### src/rtl/lsu_mem_port.sv
// lsu_mem_port: load/store port between the core datapath and a synchronous single-port
// 32-bit word SRAM with 1-cycle read latency. Captures a request on req_valid && req_ready,
// checks alignment/legality, performs loads with lane extraction and sign/zero extension,
// and performs sub-word stores by read-modify-write or, when LSU_BYTE_STROBE_EN is defined,
// by byte strobes in a single write cycle.
//
// Ports:
//   clk, rst_n            clock (rising edge), asynchronous active-low reset
//   req_valid/req_ready   request handshake; ready only while idle
//   MemRead/MemWrite      load / store request (exactly one must be set)
//   Store_Type            00 SW, 01 SH, 10 SB, 11 illegal
//   Load_Type             000 LW, 001 LH, 011 LB, 010 LHU, 100 LBU, others illegal
//   addr, wdata           byte address, store data
//   rsp_valid             one-cycle completion pulse
//   rdata                 formatted load data (0 unless a good load completes)
//   access_err            with rsp_valid: misaligned or illegal request
//   mem_en/mem_we         SRAM enable / write
//   mem_addr/mem_wdata    SRAM word address / write data
//   mem_rdata             SRAM read data, valid the cycle after a read enable
//   mem_be                byte strobes (only with LSU_BYTE_STROBE_EN)
module lsu_mem_port #(
  parameter int unsigned ADDR_W = 10
) (
  input  logic              clk,
  input  logic              rst_n,
  input  logic              req_valid,
  output logic              req_ready,
  input  logic              MemRead,
  input  logic              MemWrite,
  input  logic [1:0]        Store_Type,
  input  logic [2:0]        Load_Type,
  input  logic [31:0]       addr,
  input  logic [31:0]       wdata,
  output logic              rsp_valid,
  output logic [31:0]       rdata,
  output logic              access_err,
  output logic              mem_en,
  output logic              mem_we,
  output logic [ADDR_W-1:0] mem_addr,
  output logic [31:0]       mem_wdata,
  input  logic [31:0]       mem_rdata
`ifdef LSU_BYTE_STROBE_EN
  ,
  output logic [3:0]        mem_be
`endif
);

  typedef enum logic [2:0] {
    StIdle, StErr, StLdRd, StLdData, StRmwRd, StRmwMerge, StWr
  } state_e;

  typedef enum logic [1:0] {SzByte, SzHalf, SzWord} size_e;

  state_e              state_q, state_d;
  size_e               size_q, req_size;
  logic                sext_q, req_sext;
  logic [1:0]          off_q;
  logic [ADDR_W-1:0]   waddr_q;
  logic [31:0]         wdata_q;
  logic                type_ok, misaligned, req_err, accept;

  // Address bits above the SRAM window are ignored by design.
  logic unused_addr;
  assign unused_addr = ^addr[31:ADDR_W+2];

  assign accept = req_valid && (state_q == StIdle);

  // Request decode: access size, signedness and error detection.
  always_comb begin
    req_size = SzWord;
    req_sext = 1'b0;
    type_ok  = 1'b1;
    if (MemRead) begin
      case (Load_Type)
        3'b000:  req_size = SzWord;
        3'b001:  begin req_size = SzHalf; req_sext = 1'b1; end
        3'b010:  req_size = SzHalf;
        3'b011:  begin req_size = SzByte; req_sext = 1'b1; end
        3'b100:  req_size = SzByte;
        default: type_ok = 1'b0;
      endcase
    end else begin
      case (Store_Type)
        2'b00:   req_size = SzWord;
        2'b01:   req_size = SzHalf;
        2'b10:   req_size = SzByte;
        default: type_ok = 1'b0;
      endcase
    end
    misaligned = ((req_size == SzWord) && (addr[1:0] != 2'b00)) ||
                 ((req_size == SzHalf) && addr[0]);
    req_err = (MemRead == MemWrite) || !type_ok || misaligned;
  end

  always_comb begin
    state_d = state_q;
    case (state_q)
      StIdle: begin
        if (req_valid) begin
          if (req_err) begin
            state_d = StErr;
          end else if (MemRead) begin
            state_d = StLdRd;
          end else if (req_size == SzWord) begin
            state_d = StWr;
          end else begin
`ifdef LSU_BYTE_STROBE_EN
            state_d = StWr;
`else
            state_d = StRmwRd;
`endif
          end
        end
      end
      StLdRd:     state_d = StLdData;
      StRmwRd:    state_d = StRmwMerge;
      StRmwMerge: state_d = StWr;
      default:    state_d = StIdle;
    endcase
  end

  always_ff @(posedge clk or negedge rst_n) begin
    if (!rst_n) begin
      state_q <= StIdle;
      size_q  <= SzWord;
      sext_q  <= 1'b0;
      off_q   <= 2'b00;
      waddr_q <= '0;
      wdata_q <= '0;
    end else begin
      state_q <= state_d;
      if (accept) begin
        size_q  <= req_size;
        sext_q  <= req_sext;
        off_q   <= addr[1:0];
        waddr_q <= addr[ADDR_W+1:2];
        wdata_q <= wdata;
      end
    end
  end

`ifndef LSU_BYTE_STROBE_EN
  // Read-modify-write merge: splice the store lane(s) into the word just read.
  logic [31:0] merged_q, merged_d;

  always_comb begin
    merged_d = mem_rdata;
    if (size_q == SzByte) begin
      merged_d[{off_q, 3'b000} +: 8] = wdata_q[7:0];
    end else begin
      merged_d[{off_q[1], 4'b0000} +: 16] = wdata_q[15:0];
    end
  end

  always_ff @(posedge clk or negedge rst_n) begin
    if (!rst_n) begin
      merged_q <= '0;
    end else if (state_q == StRmwMerge) begin
      merged_q <= merged_d;
    end
  end
`endif

  // Load formatting from the SRAM output while in the data cycle.
  logic [7:0]  byte_lane;
  logic [15:0] half_lane;

  always_comb begin
    byte_lane = mem_rdata[{off_q, 3'b000} +: 8];
    half_lane = mem_rdata[{off_q[1], 4'b0000} +: 16];
    rdata     = '0;
    if (state_q == StLdData) begin
      case (size_q)
        SzByte:  rdata = {{24{sext_q & byte_lane[7]}}, byte_lane};
        SzHalf:  rdata = {{16{sext_q & half_lane[15]}}, half_lane};
        default: rdata = mem_rdata;
      endcase
    end
  end

  always_comb begin
    req_ready  = (state_q == StIdle);
    rsp_valid  = (state_q == StErr) || (state_q == StLdData) || (state_q == StWr);
    access_err = (state_q == StErr);
    mem_en     = 1'b0;
    mem_we     = 1'b0;
    mem_wdata  = '0;
    mem_addr   = waddr_q;
`ifdef LSU_BYTE_STROBE_EN
    mem_be     = 4'b0000;
`endif
    case (state_q)
      StLdRd, StRmwRd: mem_en = 1'b1;
      StWr: begin
        mem_en = 1'b1;
        mem_we = 1'b1;
`ifdef LSU_BYTE_STROBE_EN
        case (size_q)
          SzByte: begin
            mem_wdata = {4{wdata_q[7:0]}};
            mem_be    = 4'b0001 << off_q;
          end
          SzHalf: begin
            mem_wdata = {2{wdata_q[15:0]}};
            mem_be    = off_q[1] ? 4'b1100 : 4'b0011;
          end
          default: begin
            mem_wdata = wdata_q;
            mem_be    = 4'b1111;
          end
        endcase
`else
        mem_wdata = (size_q == SzWord) ? wdata_q : merged_q;
`endif
      end
      default: ;
    endcase
  end

endmodule

### config.mk
export PLATFORM = sky130hd
export DESIGN_NAME = lsu_mem_port
export DESIGN_NICKNAME = d
export VERILOG_FILES = /design/src/rtl/lsu_mem_port.sv
export SDC_FILE = /design/constraint.sdc
export NUM_CORES = 1
export LEC_CHECK = 0
export BUFFER_PORTS_ARGS = -buffer_cell sky130_fd_sc_hd__buf_2
export CORE_MARGIN = 2
export CORE_UTILIZATION = 30
export CTS_BUF_LIST = sky130_fd_sc_hd__clkbuf_4 sky130_fd_sc_hd__clkbuf_8
export CTS_CLUSTER_SIZE = 14
export DETAILED_ROUTE_END_ITERATION = 10
export PLACE_DENSITY = 0.6
export SYNTH_ARGS = -nofsm -noshare
export SYNTH_HDL_FRONTEND = slang
export SYNTH_SLANG_ARGS = --single-unit
### constraint.sdc
create_clock -name clk -period 2.8 [get_ports clk]
set_clock_uncertainty 0.2 [all_clocks]
set_input_delay 0.56 -clock clk [delete_from_list [all_inputs] [get_ports clk]]
set_output_delay 0.56 -clock clk [all_outputs]
set_load 0.01 [all_outputs]
==> metrics.md, run 1 <==
| Metric | Value |
|---|---|
| Status | `finished, violations left` |
| GRT Total Usage | `0.2001` |
| IO Count | `185` |
| Port buffer count | `164` |
| PwrDens | `1021 mW/mm²` |
| Worst path arrival time | `2.19 ns` |
| DR WL/cell | `approximately 18 µm` |
| Peak VDD IR | `between 300 and 400 µV` |
| Placed cell count | `972` |
| Fillers | `around 1.7k` |
| Crit path time final | `about 3.0 ns` |
| Critical Path, Cell by Cell | `mux4_2 -> nand2b_4 -> a2111oi_4 -> buf_6 -> buf_12 -> a21o_1 -> buf_2` |
| Final cell count without fillers | `around 1.0k` |
| Most common cell in the netlist | `nand2_1` |
| Post-synthesis instance area | `0.004976 mm²` |
| Top FF cell, synth | `dfrtp_1` |
| Via count | `5121` |
| DRC | `0` |
| Area share of the largest cell type after synthesis | `0.4073` |
| Clock transition at path regs | `around 0.090 ns` |
| Largest net degree at the start of global routing | `66` |
| Commonest cells in the netlist | `nand2_1, dfrtp_1, o21ai_0` |
| Maxcap violations | `0` |
| Root Driver | `clkbuf_8` |
| Synthesis-to-finish area growth | `37.87%` |
| Std cell rows | `between 40 and 50` |
| Layout cells sized above 1 | `0.3839` |
| Power Total | `around 7.0 mW` |
| Slew Limit Fails | `0` |
| CTS tree | `done` |
| Leak Pwr | `roughly 3.5 nW` |
| Post-route cell area | `about 0.0069 mm²` |
| Post-synth EDFFs | `0` |
| H-tree levels | `3` |
| Post-synth ARST share | `1.000` |
| RR Startpoint | `off_q[1]` |
| RSZ-0062 raised after global routing | `yes` |
| Core area | `around 0.016 mm²` |
| CTS buffer count | `9` |
| DRT iter0 DRCs | `about 400` |
| Worst skew pair latency | `around 0.38 ns` |
| Placed cell areas | `between 0.006 and 0.007 mm²` |
| Vias in the first global route | `~4.8k` |
| Final WS setup | `-0.1515 ns` |
| Fmax | `approximately 340 MHz` |
| DR pass1 iterations | `5` |
| DIE WIDTH | `132.8 µm` |
| Peak per-stage delay on the critical path | `~0.40 ns` |
| RD Place Congestion | `0.9270` |
| Detailed placer's ending HPWL | `between 10000 and 15000 µm` |
| Initial antenna violation count | `1` |
| Post-synth top area cell | `dfrtp_1` |
| Failing checks | `setup timing` |
| Setup TNS | `-1.739 ns` |
| Req. time, crit path | `roughly 2.0 ns` |
| Mapped Cells | `591` |
| Die Area | `about 0.018 mm²` |
| Sequential-to-total area share from yosys stat | `0.4126` |
| Worst slew margin | `0.6235` |
| CP Launch Type | `flip-flop` |
| Share of the clock period used by the worst path | `1.054` |
| Setup violators final | `20` |
| CP Capture Type | `output port` |
| Area of the multi-input gates | `0.002836 mm²` |
| Clk sinks | `82` |
| Initial Util | `0.3033` |
| HP Class | `in -> reg` |
| First-pass GRT wire length | `between 20000 and 30000 µm` |
| Yosys warning count | `0` |
| Post-synthesis register bit count | `slightly above 80` |
| Start point of the critical path | `off_q[0]` |
| Max clock buf depth | `2` |
| Via density | `just over 5` |
| Distinct cells, synth | `44` |
| Net Count, Synth | `704` |
| Reg area | `just over 0.002 mm²` |
| Crit path max fanout | `7` |
| Die height | `between 100 and 150 µm` |
| Crit-path slowest cell | `dfrtp_1` |
| Top cells by area, synth | `dfrtp_1, nand2_1, mux2_2, o21ai_0, a21oi_1` |
| Routed Wire Length | `roughly 18000 µm` |
| Hold Crit Start | `addr[2]` |
| CP Class | `reg -> out` |
| Syn Area/Cell | `8.420 µm²` |
| GR Overflow Total | `0` |
| ANT nets after route | `0` |
| Worst slew pin tran | `0.5648 ns` |
| Endpoints failing hold | `0` |
| Nets | `~900` |
| Util after Layout | `0.4181` |
timing repair:
action                     4_1_cts  5_1_grt
setup endpoints to repair       32       28
hold buffers                     1        0
resized for setup               24       23
cloned                           0        1
hold endpoints to repair        28        0
buffers inserted                 2       14
pin swaps                        1        7
cell usage in the layout, fill, tap and decap left out, drive strengths merged, types with 2 or more instances in the layout:
| master | netlist | routed |
|---|---|---|
| mux2i | 16 | 16 |
| nand2b | 2 | 2 |
| xor2 | 2 | 2 |
| nand3b | 2 | 2 |
| a22oi | 16 | 16 |
| ha | 7 | 7 |
| clkinv | 0 | 2 |
| inv | 27 | 30 |
| a222oi | 7 | 7 |
| nor3b | 2 | 2 |
| o21ai | 65 | 65 |
| mux2 | 42 | 42 |
| a21oi | 53 | 53 |
| a221oi | 8 | 8 |
| dfrtp | 81 | 81 |
| a21o | 17 | 17 |
| o31ai | 2 | 2 |
| nor3 | 6 | 6 |
| nand3 | 2 | 2 |
| nand2 | 134 | 134 |
| a31oi | 5 | 5 |
| buf | 9 | 217 |
| nor2 | 37 | 37 |
| clkbuf | 33 | 11 |
path summary, 6_finish.rpt:
check / slack [ns] / cells after the start / endpoint
min in group asynchronous: 0.45 / 2 / wdata_q[29]
min reg2reg: 0.28 / 2 / merged_q[12]
max: -0.15 / 7 / rdata[18]
max reg2reg: 0.29 / 10 / merged_q[24]
max in group asynchronous: 1.35 / 3 / wdata_q[24]
min: 0.20 / 2 / mem_addr[0]
final cells by class:
cell class | instances | area share
well taps | 220 | 0.04012
repair buffers | 219 | 0.2010
diodes | 1 | 0.0003648
clock buffers | 10 | 0.02006
clock inverters | 6 | 0.01058
flip-flops and latches | 82 | 0.2997
multi-input cells | 440 | 0.4135
inverters | 27 | 0.01477
metrics by stage:
stage | hold WS [ns] | setup WS [ns]
after floorplan | 0.06441 | 0.2928
after global placement | 0.2596 | 0.05703
after detailed placement | 0.2695 | 0.06325
after CTS | 0.1810 | -0.06896
after global routing | 0.1903 | -0.2946
final | 0.2025 | -0.1515
per-layer routing:
metal  share of wire  GRT usage  up-vias
li1                -          -     2443
met1            0.44     0.2699     2446
met2            0.46     0.3149      198
met3           0.069    0.03563       34
met4           0.032    0.08841        0
met5               0          0        -
cell families after synthesis:
family / after synthesis / share of synthesized area
flip-flops: 82 / 0.4126
multiplexers: 59 / 0.1318
AND/OR/NAND/NOR: 192 / 0.1574
adder cells (fa/ha/maj): 7 / 0.01760
XOR/XNOR: 2 / 0.003521
buffers and inverters: 69 / 0.05431
AO/OA/AOI/OAI: 180 / 0.2228
worst max-delay path: cells and delay by family, from the launching register on:
family / cells / cell delay, ns
DFF: 1 / 0.40
muxes: 1 / 0.39
buffers and inverters: 3 / 0.45
and+or+nand+nor: 1 / 0.07
AOI/OAI and AO/OA: 2 / 0.49
power by group:
group / switching, mW / internal, mW / leakage, nW
logic: 2.12 / 1.66 / 2.36
clock network: 0.486 / 0.449 / 0.109
registers: 0.501 / 1.79 / 0.979
total: 3.11 / 3.90 / 3.45
sequential cells by signal, summed over array words and instances, names as in the netlist:
register	cells
sext_q	1
off_q	2
merged_q	32
mem_addr	10
wdata_q	32
size_q	2
state_q	3
Note: power is estimated with default switching activity, not from simulation.
==> run 2, diff against run 1 <==
Settings changed: PLACE_DENSITY 0.6 to 0.53, SLEW_MARGIN set to 20.
==> run 2 against run 1 <==
  * The run still ends with setup timing left
  * Non-clock buffer count fell by 23
  * Die area did not move
  * Utilization fell by 1.8 points
  * Register-to-register slack improved by 0.19 ns
  * Setup slack improved by 0.093 ns
  * Sequential cell count did not move
  * Power fell by 3.7%
  * Clock power rose by 17%
  * Critical path depth did not move
  * Maximum frequency rose by 3.3%
  * Highest routed layer unchanged
==> metrics.md, run 2 (synthesized netlist as in run 1, its figures left out) <==
| Metric | Value |
|---|---|
| Clk pwr share | `0.162 (+0.029)` |
| GR Overflow Total | `0 (unchanged)` |
| RSZ-0062 raised after global routing | `yes` |
| Layout cells sized above 1 | `0.3653 (-0.01862)` |
| Die Area | `0.01763 mm² (unchanged)` |
| Fmax | `349.9 MHz (+3.3%)` |
| Internal Power | `3.799 mW (-2.5%)` |
| HP Class | `in -> reg` |
| Port buffer count | `164 (unchanged)` |
| Setup violators final | `16 (-20%)` |
| Critical Path, Cell by Cell | `mux4_2 -> nand2b_4 -> a2111oi_4 -> buf_4 -> buf_6 -> a21o_1 -> buf_2` |
| P_sw | `2.944 mW (-5.2%)` |
| Worst path depth | `7 (unchanged)` |
| FF-to-FF path depth | `7 (-3)` |
| Hold Path Depth | `2 (unchanged)` |
| Worst skew pair latency | `0.38 ns (about the same)` |
| Endpoints failing hold | `0 (unchanged)` |
| Crit path buffers/inverters | `3 (unchanged)` |
| Crit path time final | `2.858 ns (-0.09341 ns)` |
| Detailed placer's ending HPWL | `13100 µm (+0.60%)` |
| CP Capture Type | `output port` |
| Peak VDD IR | `335.0 µV (-5.9%)` |
| RD Place Congestion | `0.8977 (-3.2%)` |
| Nets | `869 (-2.6%)` |
| Dpl ws | `0.1053 ns (+0.04209 ns)` |
| Diode count | `0 (-1)` |
| CP Class | `reg -> out` |
| Most frequent cells in the layout | `buf_2, nand2_1, dfrtp_1, o21ai_0, a21oi_1` |
| Worst path arrival time | `2.10 ns (-0.09 ns)` |
| Hold slack final | `0.2080 ns (+0.005464 ns)` |
| R2R setup slack | `0.48 ns (+0.19 ns)` |
| Failing checks | `setup timing` |
| Std cell rows | `47 (unchanged)` |
| Setup TNS | `-0.5176 ns (+1.221 ns)` |
| Worst slew margin | `0.6148 (-0.008714)` |
| Via count | `4915 (-4.0%)` |
| CP Launch Type | `flip-flop` |
| H-tree levels | `3 (unchanged)` |
| PwrDens | `1028 mW/mm² (+0.73%)` |
| ANT nets after route | `0 (unchanged)` |
| DRC | `0 (unchanged)` |
| Vias in the first global route | `4793 (-0.37%)` |
| Combinational Power Share | `0.491 (-0.049)` |
| Die height | `132.8 µm (unchanged)` |
| Initial antenna violation count | `0 (-1)` |
| Clock transition at path regs | `0.09 ns (about the same)` |
| Crit-path slowest cell | `dfrtp_2` |
| Worst slew pin tran | `0.5778 ns (+0.01307 ns)` |
| DR WL/cell | `17.59 µm (-1.5%)` |
| Crit path max fanout | `5 (-2)` |
| Root Driver | `clkbuf_8` |
| Max clock buf depth | `2 (unchanged)` |
| Maxcap violations | `0 (unchanged)` |
| IO Count | `185 (unchanged)` |
| Sequential share of power | `0.347 (+0.020)` |
| Clk sinks | `82 (unchanged)` |
| Leak Pwr | `3.313 nW (-4.0%)` |
| CTS buffer count | `9 (unchanged)` |
| Largest net degree at the start of global routing | `66 (unchanged)` |
| Req. time, crit path | `2.04 ns (about the same)` |
| DIE WIDTH | `132.8 µm (unchanged)` |
| Status | `finished, violations left` |
| Slew Limit Fails | `0 (unchanged)` |
| Core area | `0.01641 mm² (unchanged)` |
| CTS tree | `done` |
| GRT Total Usage | `0.1958 (-0.004305)` |
| Routed Wire Length | `17260 µm (-3.9%)` |
| Commonest non-fill, non-tap cell in the layout | `buf_2` |
| Synthesis-to-finish area growth | `31.78%` |
| DRT iter0 DRCs | `402 (+0.25%)` |
| Critical path's top delay family | `flip-flops` |
| DR pass1 iterations | `8 (+3)` |
| Final WS setup | `-0.05809 ns (+0.09341 ns)` |
| First-pass GRT wire length | `26850 µm (-0.74%)` |
| Power Total | `6.743 mW (-3.7%)` |
| Via density | `5.010 (-1.7%)` |
| Share of the clock period used by the worst path | `1.021 (-0.03336)` |
| Peak per-stage delay on the critical path | `0.45 ns (+0.05 ns)` |
| Initial Util | `0.3033 (unchanged)` |
| Sw Ratio | `0.4366 (-0.007049)` |
run 2: cell count changes in the layout (fill, tap and decap cells not counted), moves of 2 or more:
cell and delta:
bufinv_16 +2, nor2_2 +3, a221oi_2 +5, a221oi_4 -6, dfrtp_1 -3, buf_12 -4
nor2_1 -2, buf_6 -2, dfrtp_2 +3, buf_4 -17
run 2: layer usage:
metal / share of wire / global-route usage / vias up
li1: - / - / 2397
met1: 0.46 / 0.2700 / 2336
met2: 0.47 / 0.3143 / 161
met3: 0.050 / 0.03142 / 21
met4: 0.016 / 0.06452 / 0
met5: 0 / 0 / -
run 2: worst register-to-register path, cell delays in order (launching register included):
cell     delay, ns
dfrtp_2       0.48
inv_1         0.27
ha_1          0.40
and4b_1       0.42
nand2_1       0.09
o21ai_0       0.10
a21oi_1       0.10
o21ai_0       0.16
run 2: path summary, 6_finish.rpt:
kind | endpoint | startpoint
max | rdata[27] | off_q[0]
max in group asynchronous | size_q[1] | rst_n
min reg2reg | merged_q[13] | merged_q[13]
min | wdata_q[8] | wdata[8]
min in group asynchronous | merged_q[8] | rst_n
max reg2reg | merged_q[11] | off_q[1]
run 2: layout make-up:
cell class              instances  area [µm²]
multi-input cells             440        2743
well taps                     220       275.3
repair buffers                196        1129
inverters                      27       101.3
clock inverters                 6       112.6
clock buffers                  10       137.6
fillers                      1698        9849
flip-flops and latches         82        2059
run 2: power groups by stage:
stage / logic (mW) / clock network, mW / registers [mW]
2_1_floorplan: 2.20 / 0 / 2.14
3_3_place_gp: 3.10 / 0 / 2.35
3_5_place_dp: 3.15 / 0 / 2.38
4_1_cts: 3.29 / 1.12 / 2.33
5_1_grt: 3.68 / 1.16 / 2.43
6_report: 3.31 / 1.09 / 2.34
run 2: through the flow:
step,utilization,area (µm²),cells
6_report,0.3997,6558,981
5_1_grt,0.3997,6558,981
4_1_cts,0.3956,6490,978
3_5_place_dp,0.3741,6138,958
3_3_place_gp,0.3741,6138,958
2_1_floorplan,-,4976,591
run 2: timing repair:
| item | CTS | global route |
|---|---|---|
| hold endpoints to repair | 23 | 0 |
| setup buffers | 3 | 3 |
| resized for setup | 16 | 14 |
| setup endpoints to repair | 33 | 42 |
| cloned | 0 | 1 |
| pin swaps | 1 | 5 |
| hold buffers | 1 | 0 |
